$ cat src/rtl/mert_pkg.sv
// mert_pkg
//   Shared constants and helpers for the pipelined Montgomery multiplier.
//   DEF_*    : default modulus and pipeline shape (NTT prime 2^31+2^25+2^11+1)
//   round_w  : width of the value leaving reduction round i (round 0 = raw product)
//   pow2_mod : 2^e mod q, evaluated at elaboration
//   R2       : 2^(2*S*ROUNDS) mod Q; multiply by this to enter the Montgomery domain
package mert_pkg;

  localparam int          DEF_W      = 32;
  localparam logic [63:0] DEF_Q      = 64'd2181040129;
  localparam int          DEF_S      = 11;
  localparam int          DEF_ROUNDS = 3;
  localparam int          DEF_TAG_W  = 8;

  // Each round retires S bits and keeps one guard bit, but the value never
  // drops below W+1 bits because it is bounded by 2Q from then on.
  function automatic int round_w(input int w, input int s, input int i);
    int r;
    if (i == 0) begin
      r = 2 * w;
    end else begin
      r = 2 * w - i * s + 1;
      if (r < w + 1) r = w + 1;
    end
    return r;
  endfunction

  function automatic logic [63:0] pow2_mod(input logic [63:0] q, input int e);
    logic [63:0] r;
    r = 64'd1 % q;
    for (int k = 0; k < e; k++) begin
      r = r << 1;
      if (r >= q) r = r - q;
    end
    return r;
  endfunction

  localparam logic [63:0] R2 = pow2_mod(DEF_Q, 2 * DEF_S * DEF_ROUNDS);

endpackage

$ cat src/rtl/mert_reduce_stage.sv
// mert_reduce_stage
//   One registered Montgomery reduction round: T' = (T + m*Q) >> S with
//   m = -T mod 2^S, so the low S bits of the sum are zero and the shift is exact.
//   Ports:
//     clk, rst_n       clock, async active-low reset
//     en               global pipeline advance enable
//     in_valid, in_t   incoming valid bit and value (IN_W bits)
//     out_valid, out_t registered valid bit and reduced value (OUT_W bits)
module mert_reduce_stage
  import mert_pkg::*;
#(
  parameter int          IN_W  = 64,
  parameter int          OUT_W = 54,
  parameter int          S     = DEF_S,
  parameter int          QW    = DEF_W,
  parameter logic [63:0] Q     = DEF_Q
) (
  input  logic             clk,
  input  logic             rst_n,
  input  logic             en,
  input  logic             in_valid,
  input  logic [IN_W-1:0]  in_t,
  output logic             out_valid,
  output logic [OUT_W-1:0] out_t
);

  // One extra bit over the larger addend so T + m*Q cannot overflow.
  localparam int SUM_W = ((IN_W > QW + S) ? IN_W : QW + S) + 1;
  localparam logic [SUM_W-1:0] Q_EXT = SUM_W'(Q);

  logic [S-1:0]     m;
  logic [SUM_W-1:0] sum;
  logic             valid_q, valid_d;
  logic [OUT_W-1:0] t_q, t_d;

  always_comb begin
    m   = (~in_t[S-1:0]) + S'(1);
    sum = SUM_W'(in_t) + SUM_W'(m) * Q_EXT;
  end

  always_comb begin
    valid_d = valid_q;
    t_d     = t_q;
    if (en) begin
      valid_d = in_valid;
      if (in_valid) t_d = OUT_W'(sum >> S);
    end
  end

  always_ff @(posedge clk or negedge rst_n) begin
    if (!rst_n) begin
      valid_q <= 1'b0;
      t_q     <= '0;
    end else begin
      valid_q <= valid_d;
      t_q     <= t_d;
    end
  end

  assign out_valid = valid_q;
  assign out_t     = t_q;

endmodule

$ cat src/rtl/mert_modmul_pipe.sv
// mert_modmul_pipe
//   Fully pipelined Montgomery modular multiplier, R = A*B*2^(-S*ROUNDS) mod Q,
//   one result per clock, latency ROUNDS+3 from accept to out_valid.
//   Stages: P0 operand regs, P1 product, ROUNDS reduction rounds, final subtract.
//   Ports:
//     clk, rst_n                  clock, async active-low reset
//     in_valid/in_ready           operand handshake; in_a, in_b < Q, in_tag sideband
//     out_valid/out_ready         result handshake; out_r in [0,Q-1], out_tag echoed
module mert_modmul_pipe
  import mert_pkg::*;
#(
  parameter int          W      = DEF_W,
  parameter logic [63:0] Q      = DEF_Q,
  parameter int          S      = DEF_S,
  parameter int          ROUNDS = DEF_ROUNDS,
  parameter int          TAG_W  = DEF_TAG_W
) (
  input  logic             clk,
  input  logic             rst_n,
  input  logic             in_valid,
  output logic             in_ready,
  input  logic [W-1:0]     in_a,
  input  logic [W-1:0]     in_b,
  input  logic [TAG_W-1:0] in_tag,
  output logic             out_valid,
  input  logic             out_ready,
  output logic [W-1:0]     out_r,
  output logic [TAG_W-1:0] out_tag
);

  localparam int TW   = round_w(W, S, ROUNDS);
  localparam int LAST = ROUNDS - 1;
  localparam logic [TW:0] Q_FIN = (TW + 1)'(Q);

  if (Q[S-1:0] != S'(1)) begin : g_bad_q_low
    $fatal(1, "mert_modmul_pipe: Q mod 2^S must be 1");
  end
  if ((Q >> W) != 64'd0) begin : g_bad_q_range
    $fatal(1, "mert_modmul_pipe: Q must be below 2^W");
  end
  if (S * ROUNDS < W) begin : g_bad_rounds
    $fatal(1, "mert_modmul_pipe: S*ROUNDS must be at least W");
  end

  logic             en;
  logic             started_q, started_d;
  logic             v0_q, v0_d;
  logic [W-1:0]     a_q, a_d, b_q, b_d;
  logic [TAG_W-1:0] tag0_q, tag0_d;
  logic             v1_q, v1_d;
  logic [2*W-1:0]   c_q, c_d;
  logic [TAG_W-1:0] tag1_q, tag1_d;
  logic             out_valid_q, out_valid_d;
  logic [W-1:0]     out_r_q, out_r_d;
  logic [TAG_W-1:0] out_tag_q, out_tag_d;

  // Single advance enable for the whole pipe: everything moves or everything holds.
  assign en = ~out_valid_q | out_ready;
  // started_q keeps the block from accepting until the first edge after reset.
  assign in_ready = en & started_q;

  always_comb begin
    started_d = 1'b1;
    v0_d      = v0_q;
    a_d       = a_q;
    b_d       = b_q;
    tag0_d    = tag0_q;
    if (en) begin
      v0_d = in_valid & started_q;
      if (in_valid & started_q) begin
        a_d    = in_a;
        b_d    = in_b;
        tag0_d = in_tag;
      end
    end
  end

  always_comb begin
    v1_d   = v1_q;
    c_d    = c_q;
    tag1_d = tag1_q;
    if (en) begin
      v1_d = v0_q;
      if (v0_q) begin
        c_d    = (2 * W)'(a_q) * (2 * W)'(b_q);
        tag1_d = tag0_q;
      end
    end
  end

  for (genvar i = 0; i < ROUNDS; i++) begin : g_round
    localparam int IN_W  = round_w(W, S, i);
    localparam int OUT_W = round_w(W, S, i + 1);

    logic             v_in;
    logic [IN_W-1:0]  t_in;
    logic [TAG_W-1:0] tag_in;
    logic             v_out;
    logic [OUT_W-1:0] t_out;
    logic [TAG_W-1:0] tag_q, tag_d;

    if (i == 0) begin : g_first
      assign v_in   = v1_q;
      assign t_in   = c_q;
      assign tag_in = tag1_q;
    end else begin : g_next
      assign v_in   = g_round[i-1].v_out;
      assign t_in   = g_round[i-1].t_out;
      assign tag_in = g_round[i-1].tag_q;
    end

    mert_reduce_stage #(
      .IN_W (IN_W),
      .OUT_W(OUT_W),
      .S    (S),
      .QW   (W),
      .Q    (Q)
    ) u_stage (
      .clk      (clk),
      .rst_n    (rst_n),
      .en       (en),
      .in_valid (v_in),
      .in_t     (t_in),
      .out_valid(v_out),
      .out_t    (t_out)
    );

    always_comb begin
      tag_d = tag_q;
      if (en && v_in) tag_d = tag_in;
    end

    always_ff @(posedge clk or negedge rst_n) begin
      if (!rst_n) tag_q <= '0;
      else        tag_q <= tag_d;
    end
  end

  logic             v_fin;
  logic [TW-1:0]    t_fin;
  logic [TAG_W-1:0] tag_fin;
  logic [TW:0]      diff;
  logic [W-1:0]     res;

  assign v_fin   = g_round[LAST].v_out;
  assign t_fin   = g_round[LAST].t_out;
  assign tag_fin = g_round[LAST].tag_q;

  // The last round leaves T < 2Q, so one conditional subtract lands in [0,Q-1].
  always_comb begin
    diff = {1'b0, t_fin} - Q_FIN;
    res  = diff[TW] ? W'(t_fin) : W'(diff);
  end

  always_comb begin
    out_valid_d = out_valid_q;
    out_r_d     = out_r_q;
    out_tag_d   = out_tag_q;
    if (en) begin
      out_valid_d = v_fin;
      if (v_fin) begin
        out_r_d   = res;
        out_tag_d = tag_fin;
      end
    end
  end

  always_ff @(posedge clk or negedge rst_n) begin
    if (!rst_n) begin
      started_q   <= 1'b0;
      v0_q        <= 1'b0;
      a_q         <= '0;
      b_q         <= '0;
      tag0_q      <= '0;
      v1_q        <= 1'b0;
      c_q         <= '0;
      tag1_q      <= '0;
      out_valid_q <= 1'b0;
      out_r_q     <= '0;
      out_tag_q   <= '0;
    end else begin
      started_q   <= started_d;
      v0_q        <= v0_d;
      a_q         <= a_d;
      b_q         <= b_d;
      tag0_q      <= tag0_d;
      v1_q        <= v1_d;
      c_q         <= c_d;
      tag1_q      <= tag1_d;
      out_valid_q <= out_valid_d;
      out_r_q     <= out_r_d;
      out_tag_q   <= out_tag_d;
    end
  end

  assign out_valid = out_valid_q;
  assign out_r     = out_r_q;
  assign out_tag   = out_tag_q;

endmodule
$ cat config.mk
export PLATFORM = sky130hd
export DESIGN_NAME = mert_modmul_pipe
export DESIGN_NICKNAME = d
export VERILOG_FILES = /design/src/rtl/mert_pkg.sv /design/src/rtl/mert_reduce_stage.sv /design/src/rtl/mert_modmul_pipe.sv
export SDC_FILE = /design/constraint.sdc
export NUM_CORES = 2
export LEC_CHECK = 0
export CORE_MARGIN = 5
export CORE_UTILIZATION = 56
export DETAILED_ROUTE_END_ITERATION = 6
export PLACE_DENSITY = 0.88
export SYNTH_ARGS = -nofsm -noshare
export SYNTH_HDL_FRONTEND = slang
export SYNTH_SLANG_ARGS = --single-unit
$ cat constraint.sdc
create_clock -name clk -period 6.55 [get_ports clk]
set_input_delay 0.655 -clock clk [delete_from_list [all_inputs] [get_ports clk]]
set_output_delay 0.655 -clock clk [all_outputs]
set_load 0.005 [all_outputs]
**Yosys cells after proc, flatten, opt, wreduce, memory -nomap -nowiden**

Index checks and enable logic that the tools add are counted.

- Reductions and logical operators: 9
- Bitwise logic cells: 7
- Multiplexer cells: 1
- Multipliers: 4
- Add/subtract/negate cells: 7

Operators with widths:

| operator | count |
|---|---|
| $mul 11x32->43 const B | 3 |
| $add 64x43->65 | 1 |
| $mul 32x32->64 | 1 |
| $add 54x43->54 | 1 |
| $add 43x43->44 | 1 |
| $sub 33x32->34 const B | 1 |
| $add 11x1->11 const B | 3 |
| $not 11->11 | 3 |
| $mux 32 | 1 |
| $reduce_and 2->1 | 6 |
| $logic_and 1x1->1 | 3 |
| $and 1x1->1 | 2 |
| $not 1->1 | 1 |
| $or 1x1->1 | 1 |

- Output and inout bits: 42
- Bits in registers: 345
- Word-level logic and storage cells: 48

**Longest topological paths before layout**

- Depth after elaboration: 4
- Depth in mapped cells: 29
- Gate-level depth less buffers: 28

**Cells and area by module**

Synthesis repeated with hierarchy kept, for this count alone.

- Cell total of the unflattened synthesis: 6080
- Area total of the unflattened synthesis: 56435.4 sq um

Modules (own cells, without submodules):

| module | instances | cells an instance | area an instance (sq um) |
|---|---|---|---|
| mert_modmul_pipe | 1 | 4420 | 41643.7 |
| mert_reduce_stage at g_round[0].u_stage | 1 | 639 | 5576.6 |
| mert_reduce_stage at g_round[1].u_stage | 1 | 538 | 4893.4 |
| mert_reduce_stage at g_round[2].u_stage | 1 | 483 | 4321.6 |

**Worst setup path before layout**

OpenSTA, ideal clock, no wires.

- Path kind: flip-flop to flip-flop
- Start point: reg b_q[17]
- End point: reg c_q[56]
- Data arrival time: 7.046 ns
- Data required time: 6.455 ns
- Slack: -0.591 ns
- Stages on the path, launching flop included: 28
- Buffers on the path: 1
- Period minus slack after synthesis: 7.141 ns
- Cell sequence: dfrtp_1 clkbuf_1 and2_1 fa_1 inv_1 fa_1 inv_1 fa_1 inv_1 fa_1 inv_1 fa_1 fa_1 fa_1 inv_1 fa_1 inv_1 ha_1 a21o_1 a21o_1 a2111oi_0 nor3_1 a311oi_1 and3_1 o21a_1 a21oi_1 o21a_1 o31ai_1

- Word-level cells in the longest chain between the ends: 1

Ends and longest elaborated chain:

| what | RTL line | RTL |
|---|---|---|
| start, declared | mert_modmul_pipe.sv:48 | `logic [W-1:0] a_q, a_d, b_q, b_d;` |
| start signal, assigned | mert_modmul_pipe.sv:173 | `b_q <= '0;` |
| start signal, assigned | mert_modmul_pipe.sv:185 | `b_q <= b_d;` |
| $mul 32x32->64 | mert_modmul_pipe.sv:85 | `c_d = (2 * W)'(a_q) * (2 * W)'(b_q);` |
| end signal, assigned | mert_modmul_pipe.sv:176 | `c_q <= '0;` |
| end signal, assigned | mert_modmul_pipe.sv:188 | `c_q <= c_d;` |
| end, declared | mert_modmul_pipe.sv:51 | `logic [2*W-1:0] c_q, c_d;` |

No other way between the ends.
A chain may end at the register's enable or synchronous reset.

**Worst setup path after layout**

- Start point: reg a_q[10]
- End point: reg c_q[44]

- Word-level cells in the longest chain between the ends: 1

Ends and longest elaborated chain:

| what | RTL line | RTL |
|---|---|---|
| start, declared | mert_modmul_pipe.sv:48 |  |
| start signal, assigned | mert_modmul_pipe.sv:172 | `a_q <= '0;` |
| start signal, assigned | mert_modmul_pipe.sv:184 | `a_q <= a_d;` |
| $mul 32x32->64 | mert_modmul_pipe.sv:85 |  |

No other way between the ends.

==> results.json <==
{
  "status": "finished, violations left",
  "failed_checks": "DRC, setup timing",
  "cts_root_buf": "clkbuf_16",
  "place_congestion": 0.959,
  "drv_slew": 0,
  "fin_setup_tns_ns": -31.79,
  "finalHoldViolCount": 0,
  "yosys_warnings": 0,
  "drc": 1,
  "first_pass_iters": 7,
  "layout_setup_ws_ns": -1.06,
  "die-area_um2": 106000,
  "worstPathMaxFanout": 7,
  "synth_seq_cells": 345,
  "via_count": 44709,
  "num-nets-final": 7955,
  "period_minus_slack_ns": 7.61,
  "antenna_left": 0,
  "end_kind": "flip-flop",
  "synth_fa_ha_area_share_pct": 46.7,
  "avgSynthCellArea_um2": 9.33,
  "htreeDepth": 2,
  "synth.distinct_cells": 76,
  "crit_type": "reg -> reg",
  "skew_ns": 0.0441,
  "synthXorXnorAreaFrac_pct": 3.67,
  "grt_pass1_vias": 47979,
  "yosysTopAreaCellShare_pct": 33.1,
  "clk_pin_slew_ns": 0.06,
  "areaGrowthSynthToFinish_pct": 17.2,
  "initial_core_util_pct": 56.5,
  "setup_viol": 48,
  "synthArstFlopShare_pct": 100,
  "synth_top_family_by_area": "adder cells",
  "wl_mm": 158,
  "grt_max_degree": 161,
  "synth_top_area_cell": "fa_1",
  "syn_inst": 5959,
  "syn_area_um2": 55600,
  "hold_slack_ns": 0.470,
  "hold_path.class": "reg -> reg",
  "cts_tree": "done",
  "hpwl_mm": 118,
  "synthMuxAreaShare_pct": 2.02,
  "drive_gt1_share_pct": 16.2,
  "die_h_um": 325,
  "clkLatencyLatePin_ns": 0.63,
  "core-area_um2": 98400,
  "hp-start": "tag0_q[2]$_DFFE_PN0P_",
  "r2r_start": "a_q[10]$_DFFE_PN0P_",
  "synthFlopType": "dfrtp_1",
  "min_period_over_period_pct": 116,
  "cts_max_path_buffers": 3,
  "cts_buffers": 43,
  "grt_remaining_overflow": 0,
  "slowest_stage": "fa_1",
  "tightest_slew_ns": 1.16,
  "die_w_um": 325,
  "synth_edf_count": 0,
  "synth_seq_area_share_pct": 15.5,
  "io_buffer_count": 117,
  "worstPathArrival_ns": 8.06,
  "synth-compound-area-share_pct": 7.51,
  "start_kind": "flip-flop",
  "grt_usage_pct": 28.2,
  "antenna_found_initial": 3,
  "via_per_inst": 5.83,
  "grt_setup_unrepaired": "yes",
  "postLayoutCoreUtil_pct": 66.3,
  "ioPinCount": 118,
  "cts.sinks": 345,
  "grt_pass1_wl_mm": 244,
  "maxCapViolCount": 0,
  "slowest_delay_ns": 0.58,
  "wire_per_inst_um": 20.5,
  "yosys.area_share.simple_pct": 15.8,
  "drt_iter0_drc": 3947,
  "slew_headroom_pct": 22.1,
  "synth.area.top_cells": "fa_1, dfrtp_1, ha_1",
  "critPathLaunch": "a_q[10]$_DFFE_PN0P_",
  "max_freq_mhz": 131,
  "cp.required_ns": 7.00,
  "num_rows": 115,
  "synth_nets": 7557
}
==> flip-flops by register name (all words and copies together), names as in the netlist <==
signal                     count
g_round.u_stage.out_t        130
c_q                           64
a_q                           32
b_q                           32
out_r                         32
g_round.tag_q                 24
g_round.tag_in                 8
out_tag                        8
tag0_q                         8
g_round.u_stage.out_valid      3
g_round.v_in                   1
out_valid                      1
started_q                      1
v0_q                           1
==> Yosys cell counts, types with 5 or more instances <==
master,count
and3_1,27
nand2b_1,13
o211ai_1,8
o311ai_0,6
ha_1,602
or3_1,15
nand4_1,41
o31ai_1,20
or4_1,5
o21ai_0,255
a21boi_0,7
a21oi_1,148
buf_2,6
nor2b_1,19
mux2_2,100
xor2_1,108
nor2_1,83
dfrtp_1,345
o21a_1,18
and4_1,7
a211oi_1,16
a211o_1,6
and2_1,622
nor4_1,11
a21o_1,80
inv_1,1023
xnor2_1,125
nand2_1,817
o21ai_1,18
clkbuf_1,275
or2_2,5
nand3_1,50
a31oi_1,18
o21bai_1,19
nor3_1,47
fa_1,920
==> metal layers <==
metal | part of all wire, % | track usage (%) | routed length, µm | vias to the layer above
met5 | 0.017 | 0 | 27 | -
met2 | 49 | 48.5 | 76500 | 2441
li1 | - | - | - | 19359
met1 | 36 | 34.1 | 56900 | 22106
met3 | 9.0 | 6.19 | 14200 | 799
met4 | 6.4 | 13.0 | 10100 | 4
==> area by class of cell <==
| cell class | count | area [µm²] |
|---|---|---|
| multi-input combinational | 4307 | 43700 |
| fill | 6645 | 33200 |
| sequential | 345 | 8670 |
| timing repair buffer | 637 | 5950 |
| inverter | 1023 | 3840 |
| tap | 1287 | 1610 |
| clock buffer | 59 | 1220 |
| clock inverter | 15 | 244 |
| antenna | 1 | 2.50 |
==> cells by family (layout without fill, tap and decap cells) <==
| group | Yosys count | after routing |
|---|---|---|
| AND/OR/NAND/NOR | 1773 | 1773 |
| buffers and inverters | 1307 | 1734 |
| AO/OA/AOI/OAI | 678 | 678 |
| flip-flops | 345 | 345 |
| adder cells (fa/ha/maj) | 1522 | 1522 |
| XOR/XNOR | 233 | 233 |
| other | 1 | 2 |
| multiplexers | 100 | 100 |
==> timing repair <==
item,in CTS,in global routing
gates cloned,0,2
gates resized for setup,221,206
setup endpoints to repair,45,49
buffers inserted,56,29
hold buffers,1,0
pin swaps,88,127
endpoints found under the hold margin,11,0
==> metrics by stage <==
step           std cells  cell area [µm²]  setup WS [ns]
3_3_place_gp        7518            61400         -0.980
4_1_cts             7649            64200         -0.745
3_5_place_dp        7518            61400          -1.09
6_report            7674            65200          -1.06
5_1_grt             7674            65200          -1.21
2_1_floorplan       5959            56000         -0.418
==> worst max-delay path, delay by kind of cell (launching register included) <==
family / cells / cell delay, ns
buf+inv: 11 / 1.01
compound gates: 7 / 1.33
fa+ha+maj: 9 / 4.16
xor+xnor: 1 / 0.21
flops: 1 / 0.48
simple gates: 2 / 0.26
==> path summary, 6_finish.rpt <==
kind	slack, ns	cells past startpoint	to
max	-1.06	30	c_q[44]$_DFFE_PN0P_
max reg2reg	-1.06	30	c_q[44]$_DFFE_PN0P_
min	0.47	2	g_round[0].tag_in[2]$_DFFE_PN0P_
min reg2reg	0.47	2	g_round[0].tag_in[2]$_DFFE_PN0P_
min in group asynchronous	0.59	2	out_r[24]$_DFFE_PN0P_
max in group asynchronous	4.59	3	b_q[4]$_DFFE_PN0P_
==> cells in the final DEF (no fill, tap or decap), types with 45 or more instances in the layout <==
master / count
nor2_1: 74
dfrtp_1: 316
clkbuf_16: 45
a21oi_1: 118
buf_4: 409
and2_1: 592
mux2_2: 99
o21ai_0: 193
a21o_1: 80
inv_1: 993
buf_6: 55
fa_2: 48
nand2_1: 801
xor2_1: 105
clkdlybuf4s50_1: 116
fa_1: 872
nand3_1: 46
o21ai_1: 61
buf_12: 49
ha_1: 567
xnor2_1: 112
Power is left out: the tool's default activity adds up to more than one toggle a clock period on the data nets, which glitch-free logic cannot reach.
